==> config.mk <==
export PLATFORM = sky130hd
export DESIGN_NAME = rc4_xor_cipher
export DESIGN_NICKNAME = d
export VERILOG_FILES = /design/src/rtl/rc4_pkg.sv /design/src/rtl/rc4_ks_fifo.sv /design/src/rtl/rc4_xor_cipher.sv
export SDC_FILE = /design/constraint.sdc
export NUM_CORES = 1
export LEC_CHECK = 0
export CAP_MARGIN = 20
export CORE_ASPECT_RATIO = 1.75
export CORE_MARGIN = 3
export CORE_UTILIZATION = 50
export DETAILED_ROUTE_END_ITERATION = 12
export HOLD_SLACK_MARGIN = 0.05
export PLACE_DENSITY = 0.69
export REMOVE_ABC_BUFFERS = 1
export SETUP_SLACK_MARGIN = 0.5
export SLEW_MARGIN = 20
export SYNTH_ARGS = -nofsm -noshare
export SYNTH_HDL_FRONTEND = slang
export SYNTH_SLANG_ARGS = --single-unit
==> constraint.sdc <==
create_clock -name clk -period 5.61 [get_ports clk]
set_input_delay 0.8415 -clock clk [delete_from_list [all_inputs] [get_ports clk]]
set_output_delay 0.8415 -clock clk [all_outputs]
set_load 0.05 [all_outputs]
==> src/rtl/rc4_pkg.sv <==
// Shared types and constants for the RC4 keystream consumer (rc4_xor_cipher).
package rc4_pkg;
    localparam int BYTE_W     = 8;
    localparam int DROP_CNT_W = 16;

    typedef logic [BYTE_W-1:0] byte_t;

    typedef enum logic {
        DROP_ST_DROP = 1'b0,
        DROP_ST_RUN  = 1'b1
    } drop_state_e;
endpackage

==> src/rtl/rc4_ks_fifo.sv <==
// Keystream byte FIFO: push/pop/level, with same-cycle push+pop allowed when full.
module rc4_ks_fifo
    import rc4_pkg::*;
#(
    parameter int DEPTH = 16
) (
    input  logic                     clk,
    input  logic                     rst,
    input  logic                     push,
    input  logic                     pop,
    input  byte_t                    wr_data,
    output byte_t                    rd_data,
    output logic [$clog2(DEPTH):0]   level,
    output logic                     full,
    output logic                     empty
);
    localparam int PTR_W = $clog2(DEPTH);

    logic [PTR_W-1:0] wr_ptr_q, wr_ptr_d;
    logic [PTR_W-1:0] rd_ptr_q, rd_ptr_d;
    logic [PTR_W:0]   level_q, level_d;
    byte_t            mem_q [DEPTH];

    always_comb begin
        wr_ptr_d = wr_ptr_q + PTR_W'(push);
        rd_ptr_d = rd_ptr_q + PTR_W'(pop);
        level_d  = level_q + (PTR_W+1)'(push) - (PTR_W+1)'(pop);
    end

    always_ff @(posedge clk or posedge rst) begin
        if (rst) begin
            wr_ptr_q <= '0;
            rd_ptr_q <= '0;
            level_q  <= '0;
        end else begin
            wr_ptr_q <= wr_ptr_d;
            rd_ptr_q <= rd_ptr_d;
            level_q  <= level_d;
        end
    end

    // At full with a pop, the write lands on the slot being read this cycle.
    always_ff @(posedge clk) begin
        if (push) begin
            mem_q[wr_ptr_q] <= wr_data;
        end
    end

    assign rd_data = mem_q[rd_ptr_q];
    assign level   = level_q;
    assign full    = (level_q == (PTR_W+1)'(DEPTH));
    assign empty   = (level_q == '0);
endmodule

==> src/rtl/rc4_xor_cipher.sv <==
// XORs buffered RC4 keystream bytes with a plaintext stream into a registered ciphertext stream.
// Optional RC4-drop[N] front end enabled by defining RC4_XOR_DROP_EN.
module rc4_xor_cipher
    import rc4_pkg::*;
#(
    parameter int FIFO_DEPTH = 16,
    parameter int DROP_N     = 256
) (
    input  logic                          clk,
    input  logic                          rst,
    input  logic                          ks_valid,
    input  logic [BYTE_W-1:0]             ks_data,
    input  logic                          pt_valid,
    output logic                          pt_ready,
    input  logic [BYTE_W-1:0]             pt_data,
    output logic                          ct_valid,
    input  logic                          ct_ready,
    output logic [BYTE_W-1:0]             ct_data,
    output logic                          overflow,
    output logic [$clog2(FIFO_DEPTH):0]   ks_level
);
    // Handshakes: a byte moves on any edge where valid && ready; valid never waits on ready.
    logic  dropping;
    logic  fifo_push, fifo_pop, fifo_full, fifo_empty;
    byte_t fifo_head;

    logic  ct_valid_q, ct_valid_d;
    byte_t ct_data_q, ct_data_d;
    logic  overflow_q, overflow_d;

`ifdef RC4_XOR_DROP_EN
    localparam logic [DROP_CNT_W-1:0] DROP_LAST = DROP_CNT_W'(DROP_N - 1);

    drop_state_e              drop_state_q, drop_state_d;
    logic [DROP_CNT_W-1:0]    drop_cnt_q, drop_cnt_d;

    always_comb begin
        drop_state_d = drop_state_q;
        drop_cnt_d   = drop_cnt_q;
        if (drop_state_q == DROP_ST_DROP) begin
            if (DROP_N == 0) begin
                drop_state_d = DROP_ST_RUN;
            end else if (ks_valid) begin
                // The pulse that completes the count is itself discarded.
                if (drop_cnt_q == DROP_LAST) begin
                    drop_state_d = DROP_ST_RUN;
                end else begin
                    drop_cnt_d = drop_cnt_q + 1'b1;
                end
            end
        end
    end

    always_ff @(posedge clk or posedge rst) begin
        if (rst) begin
            drop_state_q <= DROP_ST_DROP;
            drop_cnt_q   <= '0;
        end else begin
            drop_state_q <= drop_state_d;
            drop_cnt_q   <= drop_cnt_d;
        end
    end

    assign dropping = (drop_state_q == DROP_ST_DROP);
`else
    localparam int unused_drop_n = DROP_N;
    assign dropping = 1'b0;
`endif

    assign pt_ready  = !fifo_empty && (!ct_valid_q || ct_ready) && !dropping;
    assign fifo_pop  = pt_valid && pt_ready;
    assign fifo_push = ks_valid && !dropping && (!fifo_full || fifo_pop);

    always_comb begin
        ct_valid_d = ct_valid_q;
        ct_data_d  = ct_data_q;
        overflow_d = overflow_q || (ks_valid && !dropping && fifo_full && !fifo_pop);
        if (fifo_pop) begin
            ct_valid_d = 1'b1;
            ct_data_d  = pt_data ^ fifo_head;
        end else if (ct_ready) begin
            ct_valid_d = 1'b0;
        end
    end

    always_ff @(posedge clk or posedge rst) begin
        if (rst) begin
            ct_valid_q <= 1'b0;
            ct_data_q  <= '0;
            overflow_q <= 1'b0;
        end else begin
            ct_valid_q <= ct_valid_d;
            ct_data_q  <= ct_data_d;
            overflow_q <= overflow_d;
        end
    end

    rc4_ks_fifo #(.DEPTH(FIFO_DEPTH)) u_fifo (
        .clk     (clk),
        .rst     (rst),
        .push    (fifo_push),
        .pop     (fifo_pop),
        .wr_data (ks_data),
        .rd_data (fifo_head),
        .level   (ks_level),
        .full    (fifo_full),
        .empty   (fifo_empty)
    );

    assign ct_valid = ct_valid_q;
    assign ct_data  = ct_data_q;
    assign overflow = overflow_q;
endmodule

Word level (Yosys, flattened, before mapping)
Memories as Yosys holds them, arrays and structs flattened.
Cells that the tools add are included.
{"block": "classes", "addsub": 4, "eq_ne": 1, "muxes": 4, "bitwise_logic": 1, "reduce_logical": 14}
{"op": "$add A4 B1 Y4", "n": 2}
{"op": "$xor A8 B8 Y8", "n": 1}
{"op": "$add A5 B1 Y5", "n": 1}
{"op": "$eq A5 B5 Y1 const B", "n": 1}
{"op": "$logic_and A1 B1 Y1", "n": 5}
{"op": "$logic_not A5 Y1", "n": 1}
{"op": "$sub A5 B1 Y5", "n": 1}
{"op": "$logic_not A1 Y1", "n": 4}
{"op": "$mux W1", "n": 4}
{"op": "$logic_or A1 B1 Y1", "n": 3}
{"op": "$reduce_bool A2 Y1", "n": 1}
{"block": "totals", "register_bits": 23, "mem_bits_rw": 128, "inputBits": 21, "output_inout_bits": 16, "elab_cells": 31, "mem_count": 1}
{"name": "u_fifo.mem_q", "depth": 16, "width": 8, "read_ports": 1, "rd_clocked_by_memory_dff": 0, "write_ports": 1, "line": "rc4_ks_fifo.sv:22", "rtl": "byte_t mem_q [DEPTH];"}

Longest topological paths before layout
{"block": "depth", "word_depth": 8, "depth_mapped": 17, "mapped_depth_nobuf": 16}

Hierarchy
Synthesis repeated with hierarchy kept, for this count alone.
{"block": "unflattened", "cells_unflattened": 350, "area_unflattened_um2": 6169.7}
{"module": "rc4_ks_fifo", "n_inst": 1, "cells_per_inst": 305, "area_each_um2": 5688.0, "seq_area_each_um2": 4169.0}
{"module": "rc4_xor_cipher", "n_inst": 1, "cells_per_inst": 45, "area_each_um2": 481.7, "seq_area_each_um2": 250.2}

Least setup slack after synthesis
Ideal clock, no wire load.
{"block": "synth_path", "kind": "reg2reg", "startpoint": "reg u_fifo.level_q[2], in the netlist u_fifo.level[2]", "endpoint": "reg u_fifo.level_q[4], in the netlist u_fifo.level[4]", "setup_ns": 0.126, "arrival_ns": 2.903, "required_time_ns": 5.484, "slack_ns": 2.581, "stages_incl_launch_ff": 18, "n_path_buf": 1, "period_less_slack_ns": 3.029, "cell_sequence": "dfrtp_1 > inv_1 > ha_1 > nor3b_4 > nor2b_1 > or2_1 > buf_4 > inv_2 > ha_1 > inv_1 > ha_1 > inv_1 > fa_1 > inv_1 > a21oi_1 > nor2_1 > nor2_1 > xnor2_1"}
{"block": "synth_between", "elab_chain_cells": 8, "word_cells_on_any_way": 10, "cone_classes": "add/sub: 2; eq/ne: 1; reduce/logical: 7"}
{"item": "start, declared", "line": "rc4_ks_fifo.sv:21", "rtl": "logic [PTR_W:0] level_q, level_d;"}
{"item": "start signal, assigned", "line": "rc4_ks_fifo.sv:38", "rtl": "level_q <= level_d;"}
{"item": "$logic_not A5 Y1", "line": "rc4_ks_fifo.sv:52", "rtl": "assign empty = (level_q == '0);"}
{"item": "$logic_not A1 Y1", "line": "rc4_xor_cipher.sv:70", "rtl": "assign pt_ready = !fifo_empty && (!ct_valid_q || ct_ready) && !dropping;"}
{"item": "$logic_and A1 B1 Y1", "line": "rc4_xor_cipher.sv:70"}
{"item": "$logic_and A1 B1 Y1", "line": "rc4_xor_cipher.sv:71", "rtl": "assign fifo_pop = pt_valid && pt_ready;"}
{"item": "$logic_or A1 B1 Y1", "line": "rc4_xor_cipher.sv:72", "rtl": "assign fifo_push = ks_valid && !dropping && (!fifo_full || fifo_pop);"}
{"item": "$logic_and A1 B1 Y1", "line": "rc4_xor_cipher.sv:72"}
{"item": "$add A5 B1 Y5", "line": "rc4_ks_fifo.sv:27", "rtl": "level_d = level_q + (PTR_W+1)'(push) - (PTR_W+1)'(pop);"}
{"item": "$sub A5 B1 Y5 (*)", "line": "rc4_ks_fifo.sv:27"}
{"item": "net u_fifo.level_d[4]", "line": "rc4_ks_fifo.sv:21"}
Mark *: on every way through the listed nets, which the timed path passes. The rest lies on a longest branch.
A chain may end at the register's enable or synchronous reset.

Final worst setup path
Ends and elaborated chain as after synthesis.

==> flow_metrics.tcl <==
set metrics [dict create \
    outcome "finished clean" \
    drtIter0Drc 186 \
    numClockSinks 151 \
    synth_top_cell_by_area "edfxtp_1" \
    worst-path-buf-inv 5 \
    critical_path.most_common_cell "inv_1" \
    die_h_um 153.4 \
    fmax_mhz 302.2 \
    p_per_area_nw_per_um2 532.6 \
    die_w_um 90.24 \
    hold_violations 0 \
    grt_max_degree 35 \
    cts-root-buf "clkbuf_16" \
    synth.most_common_cell "edfxtp_1" \
    relSlewSlack_pct 35.25 \
    dr.pass1.iters 4 \
    grt_antenna_before_repair 0 \
    ys_warn_count 0 \
    ys_ff_latch 151 \
    cap_violations 0 \
    synth_cell_types 37 \
    post-route-min-period_ps 3309 \
    cts_tree "done" \
    drc 0 \
    clk_pin_slew_ps 60 \
    num_vias 3242 \
    rsz0062_at_grt "false" \
    cts.htree.levels 4 \
    cpMaxStageDelayCell "or2_1" \
    grt_usage_pct 18.79 \
    area.growth.synth_to_final_pct 15.94 \
    syn_area_um2 6208 \
    post-dp-hpwl_um 8558 \
    overflow 0 \
    numPortBuffers 36 \
    dieArea_um2 13840 \
    vdd_drop_max_mv 0.4399 \
    synth_commonest_cells "edfxtp_1 (128), mux2i_1 (64), a22oi_1 (32), dfrtp_1 (23), nor2_1 (15)" \
    fin_util_pct 59.64 \
    viasPerCell 5.440 \
    cp-end-kind "register" \
    ys_async_sr_fraction_pct 15.23 \
    max_stage_delay_ps 500 \
    cellLeakagePower_nw 2.647 \
    grt_pass1_wl_um 19120 \
    netlist_instances 378 \
    ctsLongestPathBuffers 2 \
    diodes 0 \
    cts_setup_buffers 0 \
    synth.top_cell.area_share_pct 61.91 \
    setup_viol_count_final 0 \
    syn_avg_cell_area_um2 16.42 \
    place.gp.congestion 0.8302 \
    start_util_pct 51.44 \
    cts_hold_buf 0 \
    cp_top_family "simple AND/OR/NAND/NOR gates" \
    tightest_slew_ps 967.6 \
    crit_required_ps 5900 \
    synthTopCellsByArea "edfxtp_1 (62%), mux2i_1 (10%), dfrtp_1 (9.3%)" \
    yosysSeqAreaShare_pct 71.18 \
    fin_nets 449 \
    fin_crit_sh_pct 58.98 \
    drive_above_1_share_pct 9.281 \
    drv_slew 0 \
    cts_buffers 17 \
    std_cell_rows 53 \
    wl_per_cell_um 20.39 \
    fin_setup_tns_ps 0 \
    synth_edf_count 128 \
    worst_clock_skew_ps 8.374 \
    ant_nets 0 \
    cp_max_fo 19 \
    worstSetupPathType "register to register" \
    ioPinCount 37 \
    cts.repair.resized 0 \
    cp_cell_sequence "inv_1 -> ha_1 -> nor3b_4 -> nor2b_1 -> or2_1 -> inv_2 -> ha_1 -> inv_1 -> ha_1 -> inv_1 -> fa_1 -> inv_1 -> a21oi_1 -> nor2_1 -> nor2_1 -> xnor2_1" \
    grt_pass1_vias 3453 \
    start_kind "register" \
    hp-class "register to register" \
    coreArea_um2 12070 \
    synth_flop_cell "edfxtp_1" \
    cp.arrival_ps 3600 \
    clk_latency_ps 410 \
    drt_wl_total_um 12150 \
]
-- metal layers --
metal | up-vias | wire (µm) | GRT usage, %
met2 | 93 | 6799 | 33.56
met1 | 1608 | 4456 | 20.42
met5 | - | 0 | 0
li1 | 1523 | - | -
met4 | 0 | 348 | 9.642
met3 | 18 | 549 | 4.727
-- logic make-up (layout without fill, tap and decap cells) --
family                   Yosys count  after routing  share of synthesized area [%]
flip-flops                       151            151                          71.18
multiplexers                      64             64                          10.32
AND/OR/NAND/NOR                   58             58                          5.442
AO/OA/AOI/OAI                     46             46                          5.381
buffers and inverters             32             85                          3.144
XOR/XNOR                          17             17                          2.398
adder cells (fa/ha/maj)           10             10                          2.136
-- stage by stage --
stage               area (µm²)  setup slack [ps]  total power, mW  cells  hold slack [ps]
floorplan                 6066              2484            2.466    360            527.9
global placement          6659              1966            2.823    564            453.3
detailed placement        6659              1915            2.861    564            465.0
CTS                       7188              2275            3.863    596            477.3
global route              7198              2020            4.012    596            506.6
finish                    7198              2301            3.834    596            471.6
-- sequential cells by signal (all words and copies together), names as in the netlist --
name             flops
ct_data              8
ct_valid             1
overflow             1
u_fifo.level         5
u_fifo.mem_q       128
u_fifo.rd_ptr_q      4
u_fifo.wr_ptr_q      4
-- where the power goes --
part / internal, mW / leakage [nW] / switching [mW] / total [mW]
sequential: 1.41 / 1.43 / 0.194 / 1.60
clock: 0.594 / 0.258 / 0.409 / 1.00
combinational: 0.483 / 0.959 / 0.749 / 1.23
-- placed cells by master, fill, tap and decap left out, types with 4 or more instances in the layout --
| master | n |
|---|---|
| inv_1 | 13 |
| edfxtp_1 | 128 |
| a22oi_1 | 32 |
| clkinv_2 | 4 |
| nand2_1 | 11 |
| xnor2_1 | 6 |
| o21ai_1 | 8 |
| clkbuf_16 | 17 |
| nor2_1 | 15 |
| dfrtp_1 | 22 |
| mux2i_1 | 64 |
| clkdlybuf4s50_1 | 36 |
| xor2_1 | 11 |
| ha_1 | 9 |
| nand4_1 | 9 |
-- path summary, 6_finish.rpt --
kind / from / end / slack (ps) / cells after the start
setup reg to reg: u_fifo.level[2] / u_fifo.level[4] / 2300 / 16
max in group asynchronous: rst / u_fifo.rd_ptr_q[1] / 4050 / 2
setup / recovery: u_fifo.level[2] / u_fifo.level[4] / 2300 / 16
min in group asynchronous: rst / ct_data[6] / 920 / 2
hold / removal: overflow / overflow / 470 / 1
hold reg to reg: overflow / overflow / 470 / 1
-- cell type report --
| class | instances | area, µm² |
|---|---|---|
| fillers | 945 | 4871 |
| flip-flops and latches | 151 | 4423 |
| multi-input cells | 195 | 1604 |
| clock buffers | 23 | 478.0 |
| repair buffers | 39 | 382.9 |
| well taps | 165 | 206.4 |
| inverters | 14 | 52.55 |
| clock inverters | 9 | 51.30 |
Note: power is estimated with default switching activity, not from simulation.
